$ cat config.mk
export PLATFORM = sky130hd
export DESIGN_NAME = mul_bus_master
export DESIGN_NICKNAME = d
export VERILOG_FILES = /design/src/rtl/mul_bus_pkg.sv /design/src/rtl/mul_bus_master.sv
export SDC_FILE = /design/constraint.sdc
export NUM_CORES = 1
export LEC_CHECK = 0
export ABC_AREA = 1
export BUFFER_PORTS_ARGS = -buffer_cell sky130_fd_sc_hd__buf_2
export CORE_UTILIZATION = 31
export DETAILED_ROUTE_END_ITERATION = 16
export PLACE_DENSITY = 0.53
export SLEW_MARGIN = 25
export SYNTH_ARGS = -nofsm -noshare
export SYNTH_HDL_FRONTEND = slang
export SYNTH_SLANG_ARGS = --single-unit
$ cat constraint.sdc
create_clock -name clk -period 3.6 [get_ports clk]
set_input_delay 0 -clock clk [delete_from_list [all_inputs] [get_ports clk]]
set_output_delay 0 -clock clk [all_outputs]
set_load 0.02 [all_outputs]
$ cat src/rtl/mul_bus_pkg.sv
// Shared constants for the multiplier bus master: slave register offsets,
// core idle encoding, master state encoding and an address helper.
package mul_bus_pkg;

    localparam logic [3:0] OFS_CAND   = 4'h0;
    localparam logic [3:0] OFS_LIER   = 4'h1;
    localparam logic [3:0] OFS_RESULT = 4'h2;
    localparam logic [3:0] OFS_IE     = 4'h3;
    localparam logic [3:0] OFS_START  = 4'h4;
    localparam logic [3:0] OFS_CLEAR  = 4'h5;
    localparam logic [3:0] OFS_DONE   = 4'h6;

    localparam logic [2:0] CORE_IDLE  = 3'b000;

    typedef logic [3:0] state_t;

    localparam state_t ST_IDLE     = 4'd0;
    localparam state_t ST_WR_CAND  = 4'd1;
    localparam state_t ST_WR_LIER  = 4'd2;
    localparam state_t ST_WR_IE    = 4'd3;
    localparam state_t ST_WR_START = 4'd4;
    localparam state_t ST_WAIT     = 4'd5;
    localparam state_t ST_RD       = 4'd6;
    localparam state_t ST_CAP      = 4'd7;
    localparam state_t ST_WR_CLR   = 4'd8;
    localparam state_t ST_RESP     = 4'd9;

    // Slave register address: base with the offset in the low nibble.
    function automatic logic [7:0] bus_addr(input logic [7:0] base, input logic [3:0] ofs);
        return base | {4'h0, ofs};
    endfunction

endpackage

$ cat src/rtl/mul_bus_master.sv
// Bus-master sequencer driving the multiplier slave for one command at a time.
//
// state    | meaning
// ---------+---------------------------------------------------------------
// IDLE     | cmd_ready high, waiting for a command
// WR_CAND  | write multiplicand once the core reports idle (bus idle until then)
// WR_LIER  | write multiplier
// WR_IE    | write interrupt enable
// WR_START | write start, clear timeout counter
// WAIT     | bus idle, wait for m_interrupt or timeout
// RD       | read result words from the result register
// CAP      | capture the last read word
// WR_CLR   | write clear
// RESP     | one-cycle response pulse
//
// The M_* outputs are registers loaded with the decode of the state being
// entered, so they depend only on flops. The core-idle test for WR_CAND is
// therefore made one cycle ahead: the multiplicand write appears in the cycle
// after core_state is seen idle.
module mul_bus_master
    import mul_bus_pkg::*;
#(
    parameter logic [7:0] BASE_ADDR      = 8'h00,
    parameter int         NUM_RES_WORDS  = 2,
    parameter int         TIMEOUT_CYCLES = 1024
) (
    input  logic                          clk,
    input  logic                          reset_n,
    input  logic                          cmd_valid,
    output logic                          cmd_ready,
    input  logic [31:0]                   cmd_cand,
    input  logic [31:0]                   cmd_lier,
    output logic                          rsp_valid,
    output logic [32*NUM_RES_WORDS-1:0]   rsp_result,
    output logic                          rsp_timeout,
    input  logic [2:0]                    core_state,
    output logic                          M_sel,
    output logic                          M_wr,
    output logic [7:0]                    M_address,
    output logic [31:0]                   M_dout,
    input  logic [31:0]                   M_din,
    input  logic                          m_interrupt
);

    localparam int               CNT_W    = (TIMEOUT_CYCLES > 1) ? $clog2(TIMEOUT_CYCLES) : 1;
    localparam int               RES_W    = 32 * NUM_RES_WORDS;
    localparam logic [CNT_W-1:0] CNT_LAST = CNT_W'(TIMEOUT_CYCLES - 1);
    localparam logic [CNT_W-1:0] CNT_SAT  = '1;
    localparam logic [CNT_W-1:0] CNT_ONE  = CNT_W'(1);
    localparam logic [3:0]       IDX_LAST = 4'(NUM_RES_WORDS - 1);

    state_t           state_q;
    state_t           state_nxt;
    logic [31:0]      cand_q;
    logic [31:0]      lier_q;
    logic [CNT_W-1:0] cnt_q;
    logic [3:0]       idx_q;
    logic [RES_W-1:0] res_q;
    logic             tmo_q;
    logic             tmo_hit;

    logic             sel_q;
    logic             wr_q;
    logic [7:0]       addr_q;
    logic [31:0]      dout_q;
    logic             sel_nxt;
    logic             wr_nxt;
    logic [7:0]       addr_nxt;
    logic [31:0]      dout_nxt;

    assign tmo_hit = (cnt_q == CNT_LAST);

    // State register together with the registered bus outputs
    always_ff @(posedge clk) begin
        if (!reset_n) begin
            state_q <= ST_IDLE;
            sel_q   <= 1'b0;
            wr_q    <= 1'b0;
            addr_q  <= 8'h00;
            dout_q  <= 32'h0;
        end else begin
            state_q <= state_nxt;
            sel_q   <= sel_nxt;
            wr_q    <= wr_nxt;
            addr_q  <= addr_nxt;
            dout_q  <= dout_nxt;
        end
    end

    // Next-state selection
    always_comb begin
        state_nxt = state_q;
        case (state_q)
            ST_IDLE:     if (cmd_valid) state_nxt = ST_WR_CAND;
            // sel_q high here means the multiplicand write is on the bus now
            ST_WR_CAND:  if (sel_q) state_nxt = ST_WR_LIER;
            ST_WR_LIER:  state_nxt = ST_WR_IE;
            ST_WR_IE:    state_nxt = ST_WR_START;
            ST_WR_START: state_nxt = ST_WAIT;
            ST_WAIT: begin
                if (m_interrupt)  state_nxt = ST_RD;
                else if (tmo_hit) state_nxt = ST_RESP;
            end
            ST_RD:       if (idx_q == IDX_LAST) state_nxt = ST_CAP;
            ST_CAP:      state_nxt = ST_WR_CLR;
            ST_WR_CLR:   state_nxt = ST_RESP;
            ST_RESP:     state_nxt = ST_IDLE;
            default:     state_nxt = ST_IDLE;
        endcase
    end

    // Bus decode for the state being entered; registered above
    always_comb begin
        sel_nxt  = 1'b0;
        wr_nxt   = 1'b0;
        addr_nxt = 8'h00;
        dout_nxt = 32'h0;
        case (state_nxt)
            ST_WR_CAND: begin
                if (core_state == CORE_IDLE) begin
                    sel_nxt  = 1'b1;
                    wr_nxt   = 1'b1;
                    addr_nxt = bus_addr(BASE_ADDR, OFS_CAND);
                    dout_nxt = (state_q == ST_IDLE) ? cmd_cand : cand_q;
                end
            end
            ST_WR_LIER: begin
                sel_nxt  = 1'b1;
                wr_nxt   = 1'b1;
                addr_nxt = bus_addr(BASE_ADDR, OFS_LIER);
                dout_nxt = lier_q;
            end
            ST_WR_IE: begin
                sel_nxt  = 1'b1;
                wr_nxt   = 1'b1;
                addr_nxt = bus_addr(BASE_ADDR, OFS_IE);
                dout_nxt = 32'h1;
            end
            ST_WR_START: begin
                sel_nxt  = 1'b1;
                wr_nxt   = 1'b1;
                addr_nxt = bus_addr(BASE_ADDR, OFS_START);
                dout_nxt = 32'h1;
            end
            ST_RD: begin
                sel_nxt  = 1'b1;
                addr_nxt = bus_addr(BASE_ADDR, OFS_RESULT);
            end
            ST_WR_CLR: begin
                sel_nxt  = 1'b1;
                wr_nxt   = 1'b1;
                addr_nxt = bus_addr(BASE_ADDR, OFS_CLEAR);
                dout_nxt = 32'h1;
            end
            default: ;
        endcase
    end

    // Operand latch, saturating timeout counter, read index and result capture
    always_ff @(posedge clk) begin
        if (!reset_n) begin
            cand_q <= 32'h0;
            lier_q <= 32'h0;
            cnt_q  <= '0;
            idx_q  <= 4'd0;
            res_q  <= '0;
            tmo_q  <= 1'b0;
        end else begin
            case (state_q)
                ST_IDLE: begin
                    if (cmd_valid) begin
                        cand_q <= cmd_cand;
                        lier_q <= cmd_lier;
                        tmo_q  <= 1'b0;
                    end
                end
                ST_WR_START: cnt_q <= '0;
                ST_WAIT: begin
                    if (cnt_q != CNT_SAT) cnt_q <= cnt_q + CNT_ONE;
                    if (m_interrupt) begin
                        idx_q <= 4'd0;
                    end else if (tmo_hit) begin
                        tmo_q <= 1'b1;
                        res_q <= '0;
                    end
                end
                ST_RD: begin
                    // M_din lags the read by one cycle, so it holds word idx-1
                    if (idx_q != 4'd0) res_q[32*(int'(idx_q)-1) +: 32] <= M_din;
                    idx_q <= idx_q + 4'd1;
                end
                ST_CAP: res_q[RES_W-32 +: 32] <= M_din;
                default: ;
            endcase
        end
    end

    assign cmd_ready   = (state_q == ST_IDLE);
    assign rsp_valid   = (state_q == ST_RESP);
    assign rsp_result  = res_q;
    assign rsp_timeout = tmo_q;
    assign M_sel       = sel_q;
    assign M_wr        = wr_q;
    assign M_address   = addr_q;
    assign M_dout      = dout_q;

endmodule

==> results of run 1 <==
[sequential cells by signal (all words and copies together), names as in the netlist]
name         cells
rsp_result      64
M_sel            1
rsp_timeout      1
cnt_q           10
M_address        3
cand_q          32
M_wr             1
lier_q          32
idx_q            4
state_q          4
M_dout          32
[synth_stat cells, drive strengths merged]
cell type,number
nor3,11
o211ai,1
o21ai,38
buf,41
nand3b,33
clkbuf,46
a31oi,1
nand4,38
nand2,377
conb,1
xor2,3
dfxtp,184
and3,1
nand3,87
nor2,72
a211oi,2
ha,11
o21bai,1
nor4,3
inv,106
clkinv,1
a21oi,209
[cells in the final DEF, fill, tap and decap left out, types with 2 or more instances in the layout]
cell type      count
nand3_2            3
a211oi_1           2
nor4_1             3
inv_2             12
nor3_4             2
nand2_1          366
nand3_1           84
nand2_4            5
buf_4             20
o21ai_0           37
xor2_1             3
inv_4              2
nand4_1           37
nor3_1             9
conb_1             5
dfxtp_1          184
nor2_2            16
dlygate4sd3_1    100
nor2_1            32
nand3b_1          33
inv_1             91
inv_6              4
clkinv_8           2
a21oi_1          208
clkinvlp_4         4
inv_8              2
clkbuf_16         17
ha_1              11
buf_2            206
nor2_4            23
nand2_2            6
[cell type report]
cell class	count	area share, %
Tap cell	378	3.999
Clock buffer	18	3.628
Clock inverter	14	1.343
Timing Repair Buffer	327	18.62
Multi-Input combinational cell	893	37.80
Antenna cell	1	0.02116
Sequential cell	184	31.14
Inverter	107	3.449
[routing by layer]
layer / track usage, % / vias to the layer above / routed length [um]
met5: 0 / - / 0
met4: 6.002 / 0 / 463
met3: 4.967 / 30 / 1956
met2: 31.52 / 281 / 12920
met1: 24.86 / 4269 / 12980
li1: - / 4644 / -
[final timing paths]
path,slack (ns),start,endpoint
max reg2reg,0.48,idx_q[0],rsp_result[50]
min,0.05,cmd_valid,cand_q[16]
min reg2reg,0.46,rsp_result[7],rsp_result[7]
max,0.48,idx_q[0],rsp_result[50]
[cell families (layout without fill, tap and decap cells)]
| family | after synthesis | after routing | synth area share [%] |
|---|---|---|---|
| other cells | 1 | 6 | 0.04175 |
| compound gates | 252 | 252 | 14.17 |
| fa+ha+maj | 11 | 11 | 1.532 |
| buf+inv | 194 | 466 | 9.473 |
| simple gates | 622 | 622 | 33.48 |
| xor+xnor | 3 | 3 | 0.2926 |
| flops | 184 | 184 | 41.01 |
[metrics by stage]
stage	util, %	cells
after detailed placement	36.35	1789
final	42.00	1922
after floorplan	-	1271
after global routing	42.00	1922
after CTS	41.99	1921
after global placement	36.34	1789
[report_power, final]
| group | leakage (nW) | internal, W | switching, W |
|---|---|---|---|
| Combinational | 3.33 | 0.000205 | 0.000330 |
| Sequential | 1.49 | 0.00209 | 0.0000273 |
| Clock | 0.274 | 0.000985 | 0.000911 |
[tightest hold or removal path: cells and delay by family]
| family | cells | cell delay (ns) |
|---|---|---|
| AO/OA/AOI/OAI | 1 | 0.06 |
| buffers and inverters | 1 | 0.08 |
| AND/OR/NAND/NOR | 2 | 0.29 |
[what timing repair did]
item,CTS,global route
gates resized for setup,0,0
hold buffers,100,0
hold endpoints to repair,142,0
==> flow_metrics.env, run 1 <==
export IMPL_numCtsBuffers=17
export IMPL_post_synth_top_area_fraction_pct=41.01
export IMPL_path_class="flip-flop to flip-flop"
export IMPL_ys_warnings_count=0
export IMPL_syn_to_final_growth_pct=31.69
export IMPL_synth_seq_cells=184
export IMPL_yosysUniqueCellTypes=37
export IMPL_post_dp_cell_area_mm2=0.01024
export IMPL_wirelength_mm=28.32
export IMPL_postSynthCellCount=1267
export IMPL_cp_data_required_time_ns=3.93
export IMPL_design_area_mm2=0.01183
export IMPL_ff_latch_area_mm2=0.003684
export IMPL_synth_top_cell_by_area="dfxtp_1"
export IMPL_start_util_pct=31.89
export IMPL_die_x_um=172.2
export IMPL_cts_clk_slew_worst_paths_ns=0.07
export IMPL_maxCapViolCount=0
export IMPL_port_buffers=206
export IMPL_drt_iter0_markers=543
export IMPL_status="completed"
export IMPL_fp_dieArea_mm2=0.02966
export IMPL_cpPeakStageDelay_ns=0.45
export IMPL_synthTopCellsByArea="dfxtp_1 (41%), nand2_1 (15%), a21oi_1 (12%)"
export IMPL_path_buf_inv=5
export IMPL_hold_viol=0
export IMPL_grt_max_degree=79
export IMPL_h_tree_depth=4
export IMPL_avgSynthCellArea_um2=7.088
export IMPL_hold_depth=4
export IMPL_io_pins=212
export IMPL_multi_input_area_mm2=0.004471
export IMPL_rsz0062_at_grt="no"
export IMPL_cp_end_kind="flip-flop"
export IMPL_clk_insertion_delay_late_ns=0.44
export IMPL_hold_slack_ns=0.04795
export IMPL_worst_setup_path_start_kind="flip-flop"
export IMPL_worst_path_stages=20
export IMPL_cts_setup_buffers=0
export IMPL_path_common_cell="nand2_1"
export IMPL_cpLargestDelayFamily="simple AND/OR/NAND/NOR gates"
export IMPL_nets=1644
export IMPL_finalPower_w=0.004550
export IMPL_postRouteAntennaNets=0
export IMPL_cts_sinks=184
export IMPL_clock_skew_ns=0.01755
export IMPL_irDropWorstVdd_mv=0.2831
export IMPL_drtPass1Iterations=5
export IMPL_slew_headroom_pct=39.11
export IMPL_via_count=9224
export IMPL_grt_overflow_total=0
export IMPL_tightest_slew_ns=0.9133
export IMPL_hold_class="input port to flip-flop"
export IMPL_finalSetupViolations=0
export IMPL_period_needed_ns=3.115
export IMPL_antenna_found_initial=1
export IMPL_grt_pass1_vias=8760
export IMPL_grt_first_pass_wirelength_mm=45.18
export IMPL_fmax_mhz=321.0
export IMPL_path_max_fanout=15
export IMPL_clk_path_buf_depth=2
export IMPL_drive_above_1_share_pct=21.45
export IMPL_finalSetupTns_ns=0
export IMPL_hpwl_mm=17.72
export IMPL_core_area_mm2=0.02816
export IMPL_layout_setup_ws_ns=0.4847
export IMPL_cts_tree="built"
export IMPL_drc_errors=0
export IMPL_ys_seq_area_share_pct=41.01
export IMPL_p_leak_nw=5.099
export IMPL_rows=61
export IMPL_die_y_um=172.2
export IMPL_vias_per_cell=4.799
export IMPL_cts_root_buf="clkbuf_16"
export IMPL_crit_arrival_ns=3.44
export IMPL_power_density_mw_per_mm2=384.7
export IMPL_wl_per_cell_um=14.74
export IMPL_crit_path_cell_trace="inv_1 > ha_1 > nand2_1 > inv_1 > nand3_1 > inv_2 > nand2_1 > ha_1 > nand2_1 > nor2_1 > nand3_1 > nand2_1 > nand2_1 > inv_2 > nand2_1 > nor2_4 > buf_4 > nand3b_1 > nand3_1 > a21oi_1"
export IMPL_slew_viol_final=0
export IMPL_routabilityCongestion=0.7980
export IMPL_syn_area_mm2=0.008981
export IMPL_post_route_period_util_pct=86.54
export IMPL_final_fill_count=2915
export IMPL_ff2ff_path_depth=20
export IMPL_critPathSlowestCell="dfxtp_1"
export IMPL_place_ws_ns=0.5151
export IMPL_grtUsageTotal_pct=19.34
Power figures use the tool's default switching activity.
==> run 2, diff against run 1 <==
--- a/config.mk
+++ b/config.mk
@@ -5,11 +5,10 @@
 export SDC_FILE = /design/constraint.sdc
 export NUM_CORES = 1
 export LEC_CHECK = 0
-export ABC_AREA = 1
 export BUFFER_PORTS_ARGS = -buffer_cell sky130_fd_sc_hd__buf_2
 export CORE_UTILIZATION = 31
 export DETAILED_ROUTE_END_ITERATION = 16
-export PLACE_DENSITY = 0.53
+export PLACE_DENSITY = 0.54
 export SLEW_MARGIN = 25
 export SYNTH_ARGS = -nofsm -noshare
 export SYNTH_HDL_FRONTEND = slang
==> flow_metrics.env, run 2 <==
export IMPL_period_needed_ns=3.233
export IMPL_grt_first_pass_wirelength_mm=35.67
export IMPL_synthTopCellsByCount="dfxtp_1 (184), nand2_1 (142), nor2_1 (86), a21boi_0 (65), o21ai_0 (38)"
export IMPL_ys_warnings_count=0
export IMPL_clock_skew_ns=0.01386
export IMPL_mostFrequentLayoutCell="buf_2"
export IMPL_final_util_pct=42.44
export IMPL_maxCapViolCount=0
export IMPL_drive_above_1_share_pct=23.95
export IMPL_ys_flop_type="dfxtp_1"
export IMPL_syn_to_final_growth_pct=34.50
export IMPL_syn_area_mm2=0.008223
export IMPL_synth_edf_count=0
export IMPL_path_class="flip-flop to flip-flop"
export IMPL_cts_root_buf="clkbuf_16"
export IMPL_cp_end_kind="flip-flop"
export IMPL_status="completed"
export IMPL_clk_insertion_delay_late_ns=0.43
export IMPL_post_route_period_util_pct=89.80
export IMPL_rsz0062_at_grt="no"
export IMPL_synth_top_cell_by_area="dfxtp_1"
export IMPL_n_antenna_cell=0
export IMPL_wirelength_mm=22.62
export IMPL_yosysMostFrequentCell="dfxtp_1"
export IMPL_hold_depth=4
export IMPL_die_y_um=164.9
export IMPL_clk_path_buf_depth=2
export IMPL_grt_max_degree=66
export IMPL_slew_viol_final=0
export IMPL_post_synth_top_area_fraction_pct=44.80
export IMPL_rows=59
export IMPL_hold_class="input port to flip-flop"
export IMPL_crit_arrival_ns=3.55
export IMPL_yosysUniqueCellTypes=65
export IMPL_drc_errors=0
export IMPL_ys_seq_area_share_pct=44.80
export IMPL_grt_pass1_vias=7021
export IMPL_p_leak_nw=4.942
export IMPL_power_density_mw_per_mm2=472.8
export IMPL_ff2ff_path_depth=12
export IMPL_grt_overflow_total=0
export IMPL_largest_reg_flops=64
export IMPL_cp_data_required_time_ns=3.92
export IMPL_drtPass1Iterations=4
export IMPL_routabilityCongestion=0.7719
export IMPL_synth_seq_cells=184
export IMPL_hold_slack_ns=0.04477
export IMPL_cts_setup_buffers=0
export IMPL_core_area_mm2=0.02606
export IMPL_postRouteAntennaNets=0
export IMPL_start_util_pct=31.56
export IMPL_synthTopCellsByArea="dfxtp_1 (45%), nand2_1 (6.5%), a21boi_0 (5.9%)"
export IMPL_numCtsBuffers=17
export IMPL_postSynthCellCount=886
export IMPL_nets=1266
export IMPL_cts_clk_slew_worst_paths_ns=0.08
export IMPL_antenna_found_initial=0
export IMPL_wl_per_cell_um=15.08
export IMPL_cts_sinks=184
export IMPL_fp_dieArea_mm2=0.02718
export IMPL_dp_cells=1372
export IMPL_layout_common_cells="buf_2 (206), dfxtp_1 (184), nand2_1 (141), dlygate4sd3_1 (96), nor2_1 (86)"
export IMPL_slew_headroom_pct=49.41
export IMPL_finalSetupViolations=0
export IMPL_worst_setup_path_start_kind="flip-flop"
export IMPL_fmax_mhz=309.3
export IMPL_port_buffers=206
export IMPL_grtUsageTotal_pct=16.37
export IMPL_io_pins=212
export IMPL_irDropWorstVdd_mv=0.2825
export IMPL_via_count=7258
export IMPL_finalSetupTns_ns=0
export IMPL_die_x_um=164.9
export IMPL_cts_tree="built"
export IMPL_drt_iter0_markers=390
export IMPL_tightest_slew_ns=0.7578
export IMPL_vias_per_cell=4.839
export IMPL_hold_viol=0
export IMPL_h_tree_depth=4
export IMPL_path_max_fanout=32
export IMPL_async_flop_share_pct=0
export IMPL_avgSynthCellArea_um2=9.281
export IMPL_hpwl_mm=13.88
export IMPL_fin_cells=1500
-- run 2: cell types whose count changed in the layout (fill, tap and decap cells not counted), moves of 33 or more --
cell and delta:
nor2_1 +54, inv_1 -86, mux2i_1 +33, nand2_1 -225, a21oi_1 -203, nand3_1 -73, a21boi_0 +65
-- run 2: layout make-up --
type	count	area (um2)
Clock buffer	17	425.4
Inverter	5	18.77
Fill cell	2574	15000
Sequential cell	184	3684
Clock inverter	15	183.9
Timing Repair Buffer	322	2167
Multi-Input combinational cell	622	4161
Tap cell	335	419.2
-- run 2: what timing repair did --
item,4_1_cts,5_1_grt
hold endpoints to repair,158,0
setup endpoints to repair,0,1
hold buffers,96,0
resized for setup,0,1
-- run 2: path summary, 6_finish.rpt --
kind | start | to | slack [ns]
min reg2reg | cand_q[12] | cand_q[12] | 0.46
max | idx_q[1] | rsp_result[23] | 0.37
min | m_interrupt | idx_q[2] | 0.04
max reg2reg | idx_q[1] | rsp_result[23] | 0.37
-- run 2: through the flow --
| step | power [W] | cell area, um2 | setup WS, ns |
|---|---|---|---|
| 2_1_floorplan | 0.002955 | 8238 | 0.1905 |
| 3_3_place_gp | 0.003231 | 9489 | 0.3892 |
| 4_1_cts | 0.005320 | 11060 | 0.3287 |
| 3_5_place_dp | 0.003243 | 9489 | 0.3436 |
| 5_1_grt | 0.005505 | 11060 | 0.06478 |
| 6_report | 0.005229 | 11060 | 0.3671 |
-- run 2: worst max-delay path, stage by stage, from the launching register on --
cell and delay, ns:
dfxtp_1 0.33, inv_1 0.08, ha_1 0.29, xnor2_2 0.27, nand4b_1 0.14, ha_1 0.32, or4bb_1 0.49, nor4_2 0.30
a31oi_1 0.14, o21ai_2 0.15, a21boi_2 0.06, buf_4 0.25, a22o_1 0.27
-- run 2: kinds of logic after synthesis --
family | share of synthesized area (%)
other | 0.04560
muxes | 8.399
adders and majority gates | 1.674
AOI/OAI and AO/OA | 21.45
and+or+nand+nor | 16.56
DFF | 44.80
buffers and inverters | 5.326
xor gates and xnor gates | 1.750
-- run 2: power by group --
| part | internal [W] | switching [W] |
|---|---|---|
| clock network | 0.00106 | 0.000910 |
| registers | 0.00215 | 0.0000821 |
| logic | 0.000442 | 0.000585 |
-- run 2: per-layer routing --
metal,routed length (um),track usage [%],vias to the layer above
met5,0,0,-
met4,137,3.003,0
met3,1300,4.169,8
met2,10330,27.10,177
met1,10860,21.49,3397
li1,-,-,3676
==> run 3, diff against run 2 <==
--- a/config.mk
+++ b/config.mk
@@ -6,6 +6,7 @@
 export NUM_CORES = 1
 export LEC_CHECK = 0
 export BUFFER_PORTS_ARGS = -buffer_cell sky130_fd_sc_hd__buf_2
+export CORE_ASPECT_RATIO = 1.1
 export CORE_UTILIZATION = 31
 export DETAILED_ROUTE_END_ITERATION = 16
 export PLACE_DENSITY = 0.54
==> flow_metrics.env, run 3 (synthesis results as in run 2) <==
export IMPL_status="completed"
export IMPL_cts_clk_slew_worst_paths_ns=0.07
export IMPL_clock_skew_ns=0.02389
export IMPL_grt_met3_usage_pct=3.409
export IMPL_worst_setup_path_start_kind="flip-flop"
export IMPL_path_max_fanout=16
export IMPL_final_util_pct=43.06
export IMPL_grt_first_pass_wirelength_mm=36.87
export IMPL_tightest_slew_ns=0.7962
export IMPL_global_route_usage_met2_pct=28.13
export IMPL_hold_path_endpoint="idx_q[2]"
export IMPL_h_tree_depth=4
export IMPL_final_fill_count=2625
export IMPL_drc_errors=0
export IMPL_r2r_setup_slack_ns=0.33
export IMPL_design_area_mm2=0.01122
export IMPL_multi_input_area_mm2=0.004172
export IMPL_maxCapViolCount=0
export IMPL_hold_viol=0
export IMPL_layout_common_cells="buf_2 (206), dfxtp_1 (184), nand2_1 (141), dlygate4sd3_1 (107), nor2_1 (86)"
export IMPL_hp_start="m_interrupt"
export IMPL_grt_max_degree=65
export IMPL_syn_to_final_growth_pct=36.50
export IMPL_via_count=7478
export IMPL_slew_viol_final=0
export IMPL_wl_per_cell_um=15.15
export IMPL_grt_pass1_vias=7234
export IMPL_ff2ff_path_depth=14
export IMPL_cp_data_required_time_ns=3.91
export IMPL_cts_root_buf="clkbuf_16"
export IMPL_irDropWorstVdd_mv=0.3300
export IMPL_io_pins=212
export IMPL_antenna_found_initial=0
export IMPL_hold_class="input port to flip-flop"
export IMPL_finalSetupTns_ns=0
export IMPL_largest_reg_flops=64
export IMPL_reg2reg_from="idx_q[1]"
export IMPL_use_met1_pct=21.93
export IMPL_drtPass1Iterations=4
export IMPL_cp_end_kind="flip-flop"
export IMPL_clk_path_buf_depth=2
export IMPL_ff_latch_area_mm2=0.003684
export IMPL_grtUsageTotal_pct=16.83
export IMPL_power_density_mw_per_mm2=467.2
export IMPL_clk_insertion_delay_late_ns=0.44
export IMPL_numCtsBuffers=17
export IMPL_mostFrequentLayoutCell="buf_2"
export IMPL_period_needed_ns=3.266
export IMPL_hpwl_mm=14.14
export IMPL_postRouteAntennaNets=0
export IMPL_fp_dieArea_mm2=0.02718
export IMPL_die_x_um=157.3
export IMPL_crit_arrival_ns=3.57
export IMPL_path_class="flip-flop to flip-flop"
export IMPL_hold_depth=4
export IMPL_cts_sinks=184
export IMPL_start_util_pct=31.55
export IMPL_layout_setup_ws_ns=0.3337
export IMPL_p_leak_nw=5.026
export IMPL_rsz0062_at_grt="no"
export IMPL_post_dp_cell_area_mm2=0.009515
export IMPL_nets=1278
export IMPL_wirelength_mm=23.17
export IMPL_drt_iter0_markers=399
export IMPL_drive_above_1_share_pct=23.96
export IMPL_core_area_mm2=0.02607
export IMPL_rows=62
export IMPL_vias_per_cell=4.891
export IMPL_post_route_period_util_pct=90.73
export IMPL_reg2reg_to="rsp_result[40]"
export IMPL_finalSetupViolations=0
export IMPL_n_antenna_cell=0
export IMPL_routabilityCongestion=0.7380
export IMPL_grt_busiest_layer="met2"
export IMPL_cts_tree="built"
export IMPL_grt_overflow_total=0
export IMPL_fmax_mhz=306.2
export IMPL_place_ws_ns=0.2789
export IMPL_die_y_um=172.8
export IMPL_port_buffers=206
export IMPL_slew_headroom_pct=46.85
## run 3: routing by layer
metal | routed length, um | vias to the layer above
met2 | 10730 | 181
li1 | - | 3699
met1 | 11190 | 3583
met5 | 0 | -
met4 | 192 | 0
met3 | 1055 | 15
## run 3: critical path, cell delays in order, from the launching register on
cell,delay [ns]
dfxtp_1,0.33
inv_1,0.08
ha_1,0.30
nor3_2,0.18
a21oi_1,0.06
o21ai_1,0.17
nand2_1,0.08
ha_1,0.30
nor4b_1,0.33
nand4_1,0.19
a21oi_4,0.24
clkbuf_16,0.24
mux2_1,0.33
a221oi_1,0.24
nor2_1,0.07
## run 3: area by class of cell
cell class              instances  area share, %
clock buffers                  17          3.790
clock inverters                15          1.627
inverters                       5         0.1672
multi-input cells             622          37.16
flip-flops and latches        184          32.82
well taps                     352          3.924
repair buffers                334          20.51
## run 3: metrics by stage
| step | total power (W) | hold WS [ns] | cells |
|---|---|---|---|
| 6_report | 0.005244 | 0.03055 | 1529 |
| 5_1_grt | 0.005494 | 0.08178 | 1529 |
| 4_1_cts | 0.005302 | 0.02239 | 1528 |
| 3_5_place_dp | 0.003251 | 0.2437 | 1389 |
| 3_3_place_gp | 0.003243 | 0.2355 | 1389 |
| 2_1_floorplan | 0.002955 | 0.1255 | 890 |
## run 3: what timing repair did
| action | 4_1_cts | 5_1_grt |
|---|---|---|
| hold endpoints to repair | 164 | 0 |
| hold buffers | 107 | 0 |
| buffers inserted | 0 | 0 |
| endpoints found under the setup margin | 0 | 23 |
| resized for setup | 0 | 2 |
## run 3: worst max-delay path by stage
stage | depth (start not counted) | endpoint | startpoint | slack [ns]
6_report | 14 | rsp_result[40] | idx_q[1] | 0.33
2_1_floorplan | 16 | rsp_result[54] | idx_q[0] | 0.19
4_1_cts | 14 | rsp_result[49] | idx_q[1] | 0.28
3_3_place_gp | 14 | rsp_result[37] | idx_q[1] | 0.38
3_5_place_dp | 14 | rsp_result[49] | idx_q[1] | 0.28
5_1_grt | 14 | rsp_result[58] | idx_q[1] | 0.03
## run 3: power by group
| group | switching [W] | internal (W) |
|---|---|---|
| Clock | 0.000945 | 0.00100 |
| Sequential | 0.0000774 | 0.00215 |
| Combinational | 0.000602 | 0.000467 |
